<file path="src/rtl/alu_sequencer.sv">
// Four-phase instruction sequencer (IDLE/READ/EXEC/WB) that drives an external
// combinational ALU and owns a 16-entry register file plus the latched flags.
module alu_sequencer #(
  parameter int unsigned REGS = 16
) (
  input  logic        clk,
  input  logic        reset,
  input  logic        inst_valid,
  output logic        inst_ready,
  input  logic [15:0] inst,
  output logic [7:0]  alu_opcode,
  output logic [15:0] alu_a,
  output logic [15:0] alu_b,
  output logic        alu_cin,
  input  logic [15:0] alu_c,
  input  logic [4:0]  alu_flags,
  output logic        done,
  output logic        illegal,
  output logic [4:0]  psr,
  input  logic [3:0]  dbg_addr,
  output logic [15:0] dbg_data
);

  typedef enum logic [1:0] {IDLE, READ, EXEC, WB} state_t;

  state_t      state_q, state_d;
  logic [15:0] inst_q;
  logic [15:0] opa_q, opb_d, opb_q;
  logic [15:0] res_q;
  logic [4:0]  psr_q;
  logic [15:0] regs_q [REGS];

  logic [3:0]  cls, rd, ext, rs;
  logic [7:0]  imm8;
  logic        is_reg, is_imm, is_illegal, is_nop, is_cmp, wr_en;

  assign cls  = inst_q[15:12];
  assign rd   = inst_q[11:8];
  assign ext  = inst_q[7:4];
  assign rs   = inst_q[3:0];
  assign imm8 = inst_q[7:0];

  always_comb begin
    is_reg     = (cls == 4'b0000) || (cls == 4'b1000);
    is_imm     = (cls == 4'b0101) || (cls == 4'b0110) || (cls == 4'b0111) ||
                 (cls == 4'b1001) || (cls == 4'b1011);
    is_illegal = !(is_reg || is_imm);
    is_nop     = (inst_q == 16'h0000);
    // Compare forms update flags only; their result is discarded.
    is_cmp     = (cls == 4'b1011) ||
                 ((cls == 4'b0000) && ((ext == 4'b1011) || (ext == 4'b1111)));
    wr_en      = !is_illegal && !is_nop && !is_cmp;
  end

  always_comb begin
    opb_d = '0;
    if (is_reg)
      opb_d = regs_q[rs];
    else if (cls == 4'b0110)
      opb_d = {8'h00, imm8};
    else if (is_imm)
      opb_d = {{8{imm8[7]}}, imm8};
  end

  always_ff @(posedge clk or posedge reset) begin
    if (reset) state_q <= IDLE;
    else       state_q <= state_d;
  end

  always_comb begin
    state_d = state_q;
    case (state_q)
      IDLE:    if (inst_valid) state_d = READ;
      READ:    state_d = EXEC;
      EXEC:    state_d = WB;
      WB:      state_d = IDLE;
      default: state_d = IDLE;
    endcase
  end

  always_comb begin
    inst_ready = (state_q == IDLE);
    done       = (state_q == WB);
    illegal    = (state_q == WB) && is_illegal;
    alu_opcode = '0;
    alu_a      = '0;
    alu_b      = '0;
    alu_cin    = 1'b0;
    if (state_q == EXEC) begin
      alu_opcode = {cls, ext};
      alu_a      = opa_q;
      alu_b      = opb_q;
      alu_cin    = psr_q[3];
    end
  end

  always_ff @(posedge clk or posedge reset) begin
    if (reset) begin
      inst_q <= '0;
      opa_q  <= '0;
      opb_q  <= '0;
      res_q  <= '0;
      psr_q  <= '0;
      for (int unsigned i = 0; i < REGS; i++) regs_q[i] <= '0;
    end else begin
      case (state_q)
        IDLE: if (inst_valid) inst_q <= inst;
        READ: begin
          opa_q <= regs_q[rd];
          opb_q <= opb_d;
        end
        EXEC: begin
          res_q <= alu_c;
          if (!is_illegal && !is_nop) psr_q <= alu_flags;
        end
        WB: if (wr_en) regs_q[rd] <= res_q;
        default: ;
      endcase
    end
  end

  assign psr      = psr_q;
  assign dbg_data = regs_q[dbg_addr];

endmodule

</file>
<file path="config.mk">
export PLATFORM = sky130hd
export DESIGN_NAME = alu_sequencer
export DESIGN_NICKNAME = d
export VERILOG_FILES = /design/src/rtl/alu_sequencer.sv
export SDC_FILE = /design/constraint.sdc
export NUM_CORES = 1
export LEC_CHECK = 0
export BUFFER_PORTS_ARGS = -buffer_cell sky130_fd_sc_hd__buf_2
export CAP_MARGIN = 10
export CORE_MARGIN = 2
export CORE_UTILIZATION = 65
export CTS_CLUSTER_DIAMETER = 80
export DETAILED_ROUTE_END_ITERATION = 6
export PLACE_DENSITY_LB_ADDON = 0.08
export SLEW_MARGIN = 20
export SYNTH_ARGS = -nofsm -noshare
export SYNTH_HDL_FRONTEND = slang
export SYNTH_SLANG_ARGS = --single-unit
</file>
<file path="constraint.sdc">
create_clock -name clk -period 23.1 [get_ports clk]
set_clock_uncertainty 0.05 [all_clocks]
set_input_delay 0 -clock clk [delete_from_list [all_inputs] [get_ports clk]]
set_output_delay 0 -clock clk [all_outputs]
set_load 0.05 [all_outputs]
</file>
# Word-level counts from Yosys, hierarchy flattened

Cells that the tools add are included.

Bits in registers: 327
Bits of input ports: 44
Logic and storage cells: 84

$lt $le $gt $ge: 4
Eq/ne operators: 12
Muxes and demuxes: 21
Bitwise operators: 3
Reductions and logical operators: 22

Operators by type and width:

| operator                                                                      | count |
|---|---|
| 256-bit bitwise mux                                                           | 1 |
| 16-bit binary-select mux with 4-bit select                                    | 3 |
| 16-bit two-way mux                                                            | 12 |
| 16-bit demux with 4-bit select                                                | 1 |
| 4-bit == test (second input constant)                                         | 5 |
| 16-bit logical NOT                                                            | 1 |
| 5-bit >= comparator (second input constant)                                   | 3 |
| 4-bit NOT with 5-bit output                                                   | 3 |
| 4-bit by 3-bit == test with 1-bit output (second input constant)              | 3 |
| 1-bit logical OR                                                              | 8 |
| 8-bit two-way mux                                                             | 1 |
| 2-bit case mux with 4 select lines                                            | 1 |
| 2-bit AND reduction                                                           | 3 |
| 1-bit logical AND                                                             | 5 |
| 5-bit by 1-bit less-than comparator with 1-bit output (second input constant) | 1 |
| 2-bit == test (second input constant)                                         | 2 |
| 4-bit logical NOT                                                             | 1 |
| 1-bit logical NOT                                                             | 3 |
| 2-bit by 1-bit == test with 1-bit output (second input constant)              | 1 |
| 2-bit logical NOT                                                             | 1 |
| 2-bit two-way mux                                                             | 1 |
| 2-bit inequality test (second input constant)                                 | 1 |
| 1-bit two-way mux                                                             | 1 |

# Depth between registers and ports, before layout

Depth after elaboration: 9
Mapped depth: 8

# Least setup slack after synthesis

No wires, ideal clock.

Path type: register to register
From: register state_q[0]
To: register regs_q[48] (netlist name)
Setup time: 0.125 ns
Arrival time: 2.335 ns
Required time: 22.925 ns
Slack: 20.590 ns
Cell stages (with the launch flop): 7
Buffers on the path: 1
Period minus slack after synthesis: 2.510 ns
Cell sequence: dfrtp_1 ha_1 nor3b_1 nand3_1 nor4_4 buf_4 mux2_2

Cells in the longest elaborated chain, start to end: 2

RTL lines:

| element                        | RTL line | RTL |
|---|---|---|
| start: declaration             | 26       | `state_t state_q, state_d;` |
| start signal: assignment       | 67       | `else state_q <= state_d;` |
| 2-bit == test                  | -        |  |
| net done                       | 17       | `output logic done,` |
| 2-bit AND reduction (no line)  | -        |  |
| end signal: indexed assignment | 116      | `WB: if (wr_en) regs_q[rd] <= res_q;` |
| end: declaration               | 31       | `logic [15:0] regs_q [REGS];` |

The timed path passes the listed nets, and every way through them passes these cells.
A chain may end at the register's enable or synchronous reset.

# Worst setup path after layout

From: register inst_q[1]
To: register regs_q[239] (netlist name)

Cells in the longest elaborated chain, start to end: 5

RTL lines:

| element                        | RTL line | RTL |
|---|---|---|
| start: declaration             | 27       | `logic [15:0] inst_q;` |
| start signal: assignment       | 107      | `IDLE: if (inst_valid) inst_q <= inst;` |
| 16-bit logical NOT             | 48       | `is_nop = (inst_q == 16'h0000);` |
| 1-bit logical NOT              | 52       | `wr_en = !is_illegal && !is_nop && !is_cmp;` |
| 1-bit logical AND (2 in a row) | 52       |  |
| 2-bit AND reduction (no line)  | -        |  |

No other way between the ends.

==> results.toml <==
[placement]
gp_congestion = 0.838
port-buffer-count = 108
hpwl_mm = 31.4
dpl.cell_count = 1630

[synthesis]
synth_cell_type_count = 47
synth_edf_count = 0
seq_area_frac_synth = 0.421
yosysWarnings = 0
syn_inst = 1220
synth_fp_nets = 1268
dominantRegCellSynth = "dfrtp_1"
synth.avg_cell_area_um2 = 15.9
synth-seq-cells = 327
synth_area_um2 = 19400
async_flop_share = 1.00

[layout]
drive_gt1_frac = 0.555
finalNetCount = 1366
layout_common_cells = "dfrtp_1, mux2_2, mux4_2"
final_common_cell = "dfrtp_1"
stdcell_count = 1735
diodes = 0
synthToLayoutAreaGrowth_pct = 11.1

[cts]
post-cts-setup-buffers = 0
cts_tree = "yes"
clk_path_buf_depth = 3
clock_latency_ps = 520
cts_max_level = 2
root_buffer = "clkbuf_16"
clkTransAtPathRegs_ps = 60
cts_made_buffers = 36
cts_sinks = 327

[worst_setup_path]
worstSetupStartpoint = "inst_q[1]"
worstSetupEndpointType = "flip-flop"
reg2reg_slack_ps = 19420
worstSetupStartpointType = "flip-flop"
r2r_end = "regs_q[239]"
cp.arrival_ps = 4030
worstPathMaxFanout = 60
crit_required_ps = 23450
worstSetupPathType = "flip-flop to flip-flop"
rr_startpoint = "inst_q[1]"
reg2reg_depth = 6

[global_route]
antenna_found_initial = 1
grt_first_pass_wirelength_mm = 78.7
grt_use_total = 0.342
gr-total-overflow = 0
grt_pass1_vias = 12300
grt_start_max_net_pins = 132

[power_and_ir_drop]
seqPwrFrac = 0.369
power_frac_comb = 0.439
power.leakage_uw = 0.00943
swShare = 0.400
pwr-share-clk = 0.192
p_int_uw = 1750
power.density_nw_per_um2 = 135
p_sw_uw = 1170
peakVddDrop_v = 0.000102

[die]
dieHeight_um = 177
num_io_pins = 109
die-area_um2 = 31300
die_w_um = 177
rows = 63
start_util = 0.658
core_area_um2 = 29600

[detailed_routing]
drcViolationCount = 5
ant_nets = 0
first_pass_iters = 7
drt_iter0_markers = 1302
vias = 12400
wirelength_mm = 51.8
wl_per_cell_um = 29.9
viasPerCell = 7.17

[flow_run]
drv_cap = 0

[timing]
worst_slew_pin_slew_ps = 1120
rsz0062_at_grt = "false"
relSlewSlack = 0.254
finalCritPeriodShare = 0.159
finalHoldViolCount = 0
fin_crit_ps = 3680
max_freq_mhz = 272
setup-tns-final_ps = 0
slew_viol_final = 0
setup_violations = 0

[run_status]
status = "finished with violations"
violations = "DRC"

[hold_path]
min_path_type = "input port to async pin"
==> synth_stat cells (all sizes together), types with 7 or more instances <==
master  count  share of area
nor3       24         0.0062
and3       13         0.0042
buf        79          0.028
nand2      15         0.0029
and2       44          0.014
inv         7         0.0014
clkbuf     41         0.0086
mux2i      24          0.012
mux2      314           0.20
nor2       16         0.0031
nor4       20          0.019
dfrtp     327           0.42
a22oi      17         0.0066
nand3       7         0.0018
a221o      15         0.0077
mux4      208           0.24
==> power groups by stage <==
stage	sequential, uW	clock, uW	combinational, uW
floorplan	924	0	1090
global placement	1070	0	1250
detailed placement	1080	0	1260
CTS	1070	570	1270
global route	1110	592	1350
finish	1080	563	1280
==> per-stage QoR <==
stage | setup WS [ps] | util | power [uW] | hold WS (ps) | area (um2)
detailed placement | 19460 | 0.678 | 2340 | 185 | 20000
floorplan | 14000 | - | 2010 | 36.3 | 19400
global route | 19360 | 0.731 | 3050 | 200 | 21600
finish | 19420 | 0.731 | 2920 | 132 | 21600
CTS | 19440 | 0.730 | 2910 | 177 | 21600
global placement | 19480 | 0.678 | 2310 | 169 | 20000
==> worst max-delay path by stage <==
stage,to,slack (ps),depth (start not counted)
floorplan,inst_q[0],14000,1
global placement,regs_q[238],19480,6
detailed placement,regs_q[6],19460,6
CTS,regs_q[4],19440,6
global route,regs_q[7],19360,6
finish,regs_q[239],19420,6
==> cells by family (layout without fill, tap and decap cells) <==
logic type	Yosys count	count (layout)	share of synthesized area
multiplexers	546	546	0.454
flip-flops	327	327	0.421
AND/OR/NAND/NOR	155	155	0.0580
buffers and inverters	127	252	0.0383
AO/OA/AOI/OAI	59	59	0.0250
adder cells (fa/ha/maj)	4	4	0.00257
XOR/XNOR	2	2	0.000901
==> per-layer routing <==
| layer | global-route usage | wire, um |
|---|---|---|
| met3 | 0.0853 | 5040 |
| met5 | 0 | 11 |
| met1 | 0.516 | 21600 |
| met2 | 0.500 | 23700 |
| met4 | 0.101 | 1510 |
==> worst max-delay path: stages (launching register included) <==
cell and delay (ps):
dfrtp_2 340, buf_4 730, nor4_1 140, and4_2 550, nor4_4 920, buf_4 420, mux2_2 380
==> area by class of cell <==
cell class	instances	area, um2
Multi-Input combinational cell	766	10500
Clock inverter	10	87.6
Tap cell	390	488
Inverter	7	33.8
Clock buffer	55	1050
Sequential cell	327	8200
Timing Repair Buffer	180	1200
Fill cell	1884	7950
==> sequential cells by signal, indices dropped and copies added, names as in the netlist <==
| name | count |
|---|---|
| regs_q | 256 |
| inst_q | 16 |
| opa_q | 16 |
| opb_q | 16 |
| res_q | 16 |
| psr | 5 |
| state_q | 2 |
==> timing repair <==
action | CTS | global route
endpoints found under the hold margin | 167 | 0
hold buffers | 39 | 0
resized for setup | 0 | 0
setup endpoints to repair | 0 | 0
No activity file was read; power rests on OpenSTA's default activity.
